File: config.mk
export PLATFORM = sky130hd
export DESIGN_NAME = audio_i2s_ctrl
export DESIGN_NICKNAME = d
export VERILOG_FILES = /design/src/rtl/audio_i2s_ctrl.sv
export SDC_FILE = /design/constraint.sdc
export NUM_CORES = 1
export LEC_CHECK = 0
export BUFFER_PORTS_ARGS = -buffer_cell sky130_fd_sc_hd__buf_2
export CAP_MARGIN = 10
export CORE_MARGIN = 2
export CORE_UTILIZATION = 40
export CTS_CLUSTER_DIAMETER = 80
export CTS_CLUSTER_SIZE = 10
export DETAILED_ROUTE_END_ITERATION = 8
export PLACE_DENSITY = 0.65
export SYNTH_ARGS = -nofsm -noshare
export SYNTH_HDL_FRONTEND = slang
export SYNTH_SLANG_ARGS = --single-unit
export TNS_END_PERCENT = 30
File: constraint.sdc
create_clock -name clk -period 3.75 [get_ports clk]
set_input_delay 0.5625 -clock clk [delete_from_list [all_inputs] [get_ports clk]]
set_output_delay 0.5625 -clock clk [all_outputs]
set_load 0.005 [all_outputs]
File: src/rtl/audio_i2s_ctrl.sv
// rtl/audio_i2s_ctrl.sv - I2S DAC sequencer: sample-pair FIFO, BCLK/LRCK generation, frame-aligned start/stop
module audio_i2s_ctrl #(
    parameter int BCLK_HALF        = 6,
    parameter int DATA_WIDTH       = 16,
    parameter int FIFO_DEPTH       = 4,
    parameter int MUTE_ON_UNDERRUN = 0
) (
    input  logic                        clk,
    input  logic                        rst,
    input  logic                        en,
    input  logic                        smp_valid,
    output logic                        smp_ready,
    input  logic [DATA_WIDTH-1:0]       smp_left,
    input  logic [DATA_WIDTH-1:0]       smp_right,
    output logic                        aud_bclk,
    output logic                        aud_daclrck,
    output logic                        aud_dacdat,
    output logic                        underrun,
    output logic [$clog2(FIFO_DEPTH):0] fifo_level,
    output logic                        busy
);

    localparam int PW = 2 * DATA_WIDTH;
    localparam int AW = $clog2(FIFO_DEPTH);
    localparam int LW = AW + 1;
    localparam int CW = (BCLK_HALF > 1) ? $clog2(BCLK_HALF) : 1;
    localparam int BW = $clog2(PW);

    typedef enum logic [1:0] {IDLE = 2'd0, RUN = 2'd1, DRAIN = 2'd2} state_t;

    state_t        state, state_next;
    logic [PW-1:0] mem [FIFO_DEPTH];
    logic [AW-1:0] wr_ptr, rd_ptr;
    logic [PW-1:0] last_pair, frame_sr, head, load_pair;
    logic [CW-1:0] bclk_cnt;
    logic [BW-1:0] bit_cnt, bit_cnt_inc;
    logic [LW-1:0] level_next;
    logic          fifo_empty, push, pop;
    logic          bclk_tc, bclk_fall, frame_end;
    logic          start, reload, stop, shift;

    assign fifo_empty  = (fifo_level == '0);
    assign push        = smp_valid && smp_ready;
    assign head        = mem[rd_ptr];
    assign bclk_tc     = (bclk_cnt == CW'(BCLK_HALF - 1));
    assign bclk_fall   = (state != IDLE) && bclk_tc && aud_bclk;
    assign frame_end   = bclk_fall && (bit_cnt == BW'(PW - 1));
    assign bit_cnt_inc = bit_cnt + BW'(1);

    always_ff @(posedge clk) begin
        if (rst) state <= IDLE;
        else     state <= state_next;
    end

    // Stopping is only allowed on a frame boundary so the DAC never sees a partial frame
    always_comb begin
        state_next = state;
        case (state)
            IDLE:    if (en && !fifo_empty) state_next = RUN;
            RUN:     if (!en) state_next = frame_end ? IDLE : DRAIN;
            DRAIN: begin
                if (en)             state_next = RUN;
                else if (frame_end) state_next = IDLE;
            end
            default: state_next = IDLE;
        endcase
    end

    always_comb begin
        start  = 1'b0;
        reload = 1'b0;
        stop   = 1'b0;
        shift  = 1'b0;
        case (state)
            IDLE: start = (state_next == RUN);
            RUN, DRAIN: begin
                reload = frame_end && (state_next == RUN);
                stop   = (state_next == IDLE);
                shift  = bclk_fall && !frame_end;
            end
            default: ;
        endcase
    end

    assign pop        = start || (reload && !fifo_empty);
    assign load_pair  = !fifo_empty ? head :
                        ((MUTE_ON_UNDERRUN != 0) ? '0 : last_pair);
    assign level_next = fifo_level + LW'(push) - LW'(pop);

    always_ff @(posedge clk) begin
        if (push) mem[wr_ptr] <= {smp_left, smp_right};
    end

    always_ff @(posedge clk) begin
        if (rst) begin
            wr_ptr     <= '0;
            rd_ptr     <= '0;
            fifo_level <= '0;
            smp_ready  <= 1'b1;
            last_pair  <= '0;
            busy       <= 1'b0;
            underrun   <= 1'b0;
        end else begin
            if (push) wr_ptr <= wr_ptr + AW'(1);
            if (pop) begin
                rd_ptr    <= rd_ptr + AW'(1);
                last_pair <= head;
            end
            fifo_level <= level_next;
            smp_ready  <= (level_next != LW'(FIFO_DEPTH));
            busy       <= (state_next != IDLE);
            underrun   <= reload && fifo_empty;
        end
    end

    // Serializer: the MSB of frame_sr is always the bit currently on aud_dacdat
    always_ff @(posedge clk) begin
        if (rst) begin
            frame_sr    <= '0;
            bclk_cnt    <= '0;
            bit_cnt     <= '0;
            aud_bclk    <= 1'b0;
            aud_daclrck <= 1'b0;
            aud_dacdat  <= 1'b0;
        end else if (start || reload) begin
            frame_sr    <= load_pair;
            aud_dacdat  <= load_pair[PW-1];
            aud_daclrck <= 1'b0;
            bit_cnt     <= '0;
            bclk_cnt    <= '0;
            aud_bclk    <= 1'b0;
        end else if (stop) begin
            bit_cnt     <= '0;
            bclk_cnt    <= '0;
            aud_bclk    <= 1'b0;
            aud_daclrck <= 1'b0;
            aud_dacdat  <= 1'b0;
        end else if (state != IDLE) begin
            if (bclk_tc) begin
                bclk_cnt <= '0;
                aud_bclk <= ~aud_bclk;
            end else begin
                bclk_cnt <= bclk_cnt + CW'(1);
            end
            if (shift) begin
                bit_cnt     <= bit_cnt_inc;
                frame_sr    <= frame_sr << 1;
                aud_dacdat  <= frame_sr[PW-2];
                aud_daclrck <= (bit_cnt_inc >= BW'(DATA_WIDTH));
            end
        end
    end

endmodule

==> results of run 1 <==
layout make-up:
cell class / count / area [µm²]
Fill cell: 1847 / 11200
Sequential cell: 215 / 5590
Multi-Input combinational cell: 365 / 2620
Clock buffer: 41 / 686
Tap cell: 275 / 344
Timing Repair Buffer: 59 / 333
Inverter: 12 / 45.0
Clock inverter: 1 / 6.26
Antenna cell: 1 / 2.50
state kept, by name, summed over array words and instances (netlist names), 2 cells and up, named ones only:
signal / count
bclk_cnt: 3
bit_cnt: 4
fifo_level: 3
frame_sr: 31
last_pair: 32
mem: 128
rd_ptr: 2
state: 2
wr_ptr: 2
cell usage after synthesis, types with 6 or more instances:
library cell  count  share of area
ha_1             13          0.019
a21oi_1          69          0.041
mux4_2           32          0.086
nor2_1           19         0.0085
edfxtp_1        128           0.46
clkbuf_1         22         0.0098
nand2_1         141          0.063
nand3_1           6         0.0036
dfxtp_1          87           0.21
and3_1            9         0.0067
a221o_1          28          0.033
buf_1             7         0.0031
inv_1            11         0.0049
cells by family after synthesis:
group                    synth area share
adder cells (fa/ha/maj)            0.0217
AND/OR/NAND/NOR                    0.0942
multiplexers                       0.0906
XOR/XNOR                          0.00833
flip-flops                          0.664
AO/OA/AOI/OAI                      0.0958
buffers and inverters              0.0254
final timing paths:
path                            cells past startpoint  slack [ns]             to           from
worst min-delay path                                1        0.27     mem[0][25]    smp_left[9]
worst min register to register                      2        0.45  last_pair[16]  last_pair[16]
worst max-delay path                               15        0.38      smp_ready       state[1]
worst max register to register                     15        0.38      smp_ready       state[1]
power groups by stage:
stage                     Combinational, mW  Clock [mW]  Sequential (mW)
after floorplan                        1.49           0             3.12
after global placement                 1.90           0             3.18
after detailed placement               1.97           0             3.20
after CTS                              1.98        2.14             3.15
after global routing                   2.19        2.22             3.20
final                                  1.96        2.09             3.15
critical path: cells and delay by family (launching register included):
family	cells	cell delay, ns
buffers and inverters	3	0.22
DFF	1	0.43
adders and majority gates	4	1.12
and+or+nand+nor	5	1.03
xor gates and xnor gates	2	0.28
AOI/OAI and AO/OA	1	0.21
metal layers:
layer	global-route usage	vias up
li1	-	2427
met1	0.190	2513
met2	0.270	151
met3	0.0309	37
met4	0.0624	0
met5	0	-
==> metrics.txt, run 1 <==
Warnings, synthesis 0; placed cell area 8930 µm²; post-CTS setup repair buffer count 0; antenna viol nets, final 0; Power Total 7.20 mW; WS Path Type flop to flop; crit end category flop; clock sinks 215; first-pass GRT wire length 27300 µm; highest-delay cell along the critical path and4bb_1; FP Rows 53; Die Y 149 µm; vias in the first global route 5357; # hold bufs at CTS 0; depth of the CTS H-tree 1; Core Box Area 20800 µm²; Layout Cells excl Fill 969; wire length on met3 1090 µm; critical-path maximum fanout 8; peak supply drop 414 µV; EDFF count, synth 128; Post-Route Hold Slack 0.272 ns; Die Area 22200 µm²; Worst Skew 0.0160 ns; Max-Cap Viols 0; static leakage 3.33 nW; CP Launch Type flop; final setup fails 0; crit path time final 3.37 ns; worst-case clock buffer depth 3; final hold violation count 0; fin area 9620 µm²; 1st-iter DRT viols 311; Place WS 0.415 ns; commonest non-fill, non-tap cell in the layout nand2_1; clock group share of total power 0.290; Clock transition at path regs 0.06 ns; DR pass1 iterations 4; Synth async-reset ratio 0; top sig layer met4; dpl hpwl 10000 µm; Seq pwr share 0.438; Syn Std Cell Area 8410 µm²; pwr dens 748 nW/µm²; Crit path largest cell delay 0.48 ns; Mapped Cells 627; CTS tree built; commonest cells after routing, fill and taps aside nand2_1 (141), edfxtp_1 (128), dfxtp_1 (86); Switching Share 0.320; max-slew violations 0; TritonCTS buffer count 25; final worst setup slack 0.377 ns; Fin Setup TNS 0 ns; share of post-route cells with drive strength above 1 0.179; Tcrit/Tclk final 0.900; total track usage 0.155; Vias/cell 5.29; Placed Instances 926; drc violations 0; Most common cell on crit path ha_1; unrepaired setup endpoints after global routing false; Boundary Pins 45; Initial Util 0.404; Hold WC Path Type input pin to flop; post-route core utilization 0.462; internal power 4.89 mW; sw power 2.31 mW; Worst Path Required 4.15 ns; largest net degree at the start of global routing 52; Port Buffers 44; total gr overflow 0; register area share after synthesis 0.664; Comb pwr share 0.273; Synth Net Count 677; P&R area growth vs syn 14.4%; Vias 5128; gp weighted congestion 0.843; WL final 16800 µm; status finished clean; FMAX 296 MHz; # nets final 728; Met1 Wirelength 6950 µm; routed len/inst 17.4 µm; Resize count post-CTS 0; synthesis-stage register bit count 215; Clock Root Buffer clkbuf_16; relative slew slack 0.306; worst skew pair latency 0.51 ns; DR WL met2 8310 µm; Worst Max-Slew Pin Slew 1.04 ns; CP Cell Sequence inv_1, ha_1, and4bb_1, a31o_2, nand3_1, nand3_1, inv_2, ha_1, inv_1, ha_1, fa_1, xnor2_1, xnor2_1, nor2_1, nand2_1; Die W 149 µm; initial antenna violation count 1; Worst EP arrival 3.77 ns; Synth Flop Type edfxtp_1; synth unique cells 44; Mean Syn Cell Area 13.4 µm²
Note: power is estimated with default switching activity, not from simulation.
==> run 2, diff against run 1 <==
--- a/config.mk
+++ b/config.mk
@@ -5,14 +5,17 @@
 export SDC_FILE = /design/constraint.sdc
 export NUM_CORES = 1
 export LEC_CHECK = 0
-export BUFFER_PORTS_ARGS = -buffer_cell sky130_fd_sc_hd__buf_2
 export CAP_MARGIN = 10
+export CELL_PAD_IN_SITES_DETAIL_PLACEMENT = 1
+export CELL_PAD_IN_SITES_GLOBAL_PLACEMENT = 1
 export CORE_MARGIN = 2
 export CORE_UTILIZATION = 40
 export CTS_CLUSTER_DIAMETER = 80
 export CTS_CLUSTER_SIZE = 10
 export DETAILED_ROUTE_END_ITERATION = 8
-export PLACE_DENSITY = 0.65
+export DONT_BUFFER_PORTS = 1
+export GPL_TIMING_DRIVEN = 0
+export PLACE_DENSITY = 0.72
 export SYNTH_ARGS = -nofsm -noshare
 export SYNTH_HDL_FRONTEND = slang
 export SYNTH_SLANG_ARGS = --single-unit
==> metrics.txt, run 2 (synthesized netlist as in run 1, its figures left out) <==
Tcrit/Tclk final 0.929 (+0.0290); Power Total 7.35 mW (+2.0%); FP Rows 53 (unchanged); total gr overflow 0 (unchanged); TritonCTS buffer count 25 (unchanged); # hold bufs at CTS 0 (unchanged); status finished clean; # nets final 703 (-3.4%); drc violations 0 (unchanged); peak supply drop 560 µV (+35%); Worst Path Required 4.15 ns (about the same); largest net degree at the start of global routing 33 (-37%); crit end category flop; Worst EP arrival 3.88 ns (+0.11 ns); Worst Skew 0.0100 ns (-0.00601 ns); relative slew slack 0.386 (+0.0801); initial antenna violation count 0 (-1); Initial Util 0.404 (unchanged); vias in the first global route 5737 (+7.1%); unrepaired setup endpoints after global routing false; pwr dens 776 nW/µm² (+3.6%); Vias 5105 (-0.45%); Die Y 149 µm (unchanged); max-slew violations 0 (unchanged); CTS tree built; Die Area 22200 µm² (unchanged); Boundary Pins 45 (unchanged); static leakage 3.14 nW (-5.6%); first-pass GRT wire length 30600 µm (+12%); worst-case clock buffer depth 3 (unchanged); Antenna diodes 0 (-1); WL final 19000 µm (+13%); commonest cells after routing, fill and taps aside nand2_1 (141), edfxtp_1 (128), dfxtp_1 (87); Regs by FF count mem: 128 flops, last_pair: 32 flops, frame_sr: 31 flops; Placed Instances 902 (-2.6%); total track usage 0.177 (+0.0218); Layout Cells excl Fill 943 (-2.7%); Clock transition at path regs 0.06 ns (about the same); Port Buffers 0 (-100%); DR pass1 iterations 4 (unchanged); Worst Max-Slew Pin Slew 0.921 ns (-0.120 ns); commonest non-fill, non-tap cell in the layout nand2_1; worst skew pair latency 0.51 ns (about the same); depth of the CTS H-tree 1 (unchanged); Clock Root Buffer clkbuf_16; antenna viol nets, final 0 (unchanged); share of post-route cells with drive strength above 1 0.114 (-0.0652); P&R area growth vs syn 12.6%; Vias/cell 5.41 (+2.3%); max reg flops 128 (unchanged); Die W 149 µm (unchanged); final setup fails 0 (unchanged); Max-Cap Viols 0 (unchanged); 1st-iter DRT viols 267 (-14%); dpl hpwl 12500 µm (+24%); WS Path Type flop to flop; Top reg by flops mem; Core Box Area 20800 µm² (unchanged); final hold violation count 0 (unchanged); routed len/inst 20.2 µm (+16%); crit path time final 3.48 ns (+0.109 ns); CP Launch Type flop; gp weighted congestion 0.764 (-9.4%); critical-path maximum fanout 18 (+10); FMAX 287 MHz (-3.1%); Hold WC Path Type input pin to flop; clock sinks 215 (unchanged)
-- run 2: cell types whose count changed in the layout (fill, tap and decap cells not counted), moves of 4 or more --
cell / previous run / this run
buf_2: 44 / 0
and3_1: 9 / 5
buf_1: 0 / 6
buf_4: 15 / 2
clkbuf_1: 16 / 38
buf_6: 0 / 4
and3_2: 0 / 4
-- run 2: final timing paths --
check	depth (start not counted)	start	slack, ns	end
max	17	state[0]	0.27	smp_ready
min reg2reg	2	last_pair[4]	0.46	last_pair[4]
max reg2reg	17	state[0]	0.27	smp_ready
min	0	smp_right[0]	0.15	mem[1][0]
-- run 2: power by group --
group	internal (mW)	total, mW	switching, mW	leakage, nW
Sequential	2.94	3.17	0.238	1.88
Combinational	0.736	2.06	1.33	0.929
Clock	1.23	2.11	0.879	0.331
-- run 2: metrics by stage --
stage,setup WS [ns],cell area (µm²),hold slack [ns],TNS [ns],util
finish,0.268,9470,0.148,0,0.455
global route,0.0179,9470,0.123,0,0.455
CTS,0.0111,9460,0.123,0,0.454
detailed placement,-0.313,8760,0.449,-0.768,0.421
global placement,-0.194,8760,0.441,-0.382,0.421
floorplan,0.299,8410,0.436,0,-
-- run 2: worst max-delay path, cell delays in order (launching register included) --
cell and delay (ns):
dfxtp_1 0.36, inv_1 0.17, ha_4 0.21, and4bb_1 0.20
buf_6 0.14, a311o_1 0.37, o211a_1 0.13, buf_6 0.14
nand3_2 0.14, inv_4 0.13, ha_1 0.30, inv_1 0.04
ha_1 0.19, fa_1 0.39, xnor2_1 0.15, xnor2_1 0.13
nor2_1 0.12, nand2_1 0.06
-- run 2: layout make-up --
| cell class | count | area [µm²] |
|---|---|---|
| Fill cell | 2164 | 11300 |
| Buffer | 34 | 165 |
| Multi-Input combinational cell | 365 | 2640 |
| Inverter | 12 | 47.5 |
| Sequential cell | 215 | 5590 |
| Clock buffer | 41 | 686 |
| Tap cell | 275 | 344 |
| Clock inverter | 1 | 6.26 |
-- run 2: timing repair --
action,in CTS,in global routing
endpoints found under the setup margin,3,3
pin swaps,0,0
setup buffers,0,0
resized for setup,2,4
-- run 2: routing by layer --
| metal | part of all wire | vias to the layer above | GRT usage | wire (µm) |
|---|---|---|---|---|
| met4 | 0.025 | 0 | 0.0543 | 482 |
| li1 | - | 2370 | - | - |
| met2 | 0.51 | 113 | 0.310 | 9720 |
| met1 | 0.41 | 2585 | 0.219 | 7830 |
| met5 | 0 | - | 0 | 0 |
| met3 | 0.052 | 37 | 0.0391 | 991 |
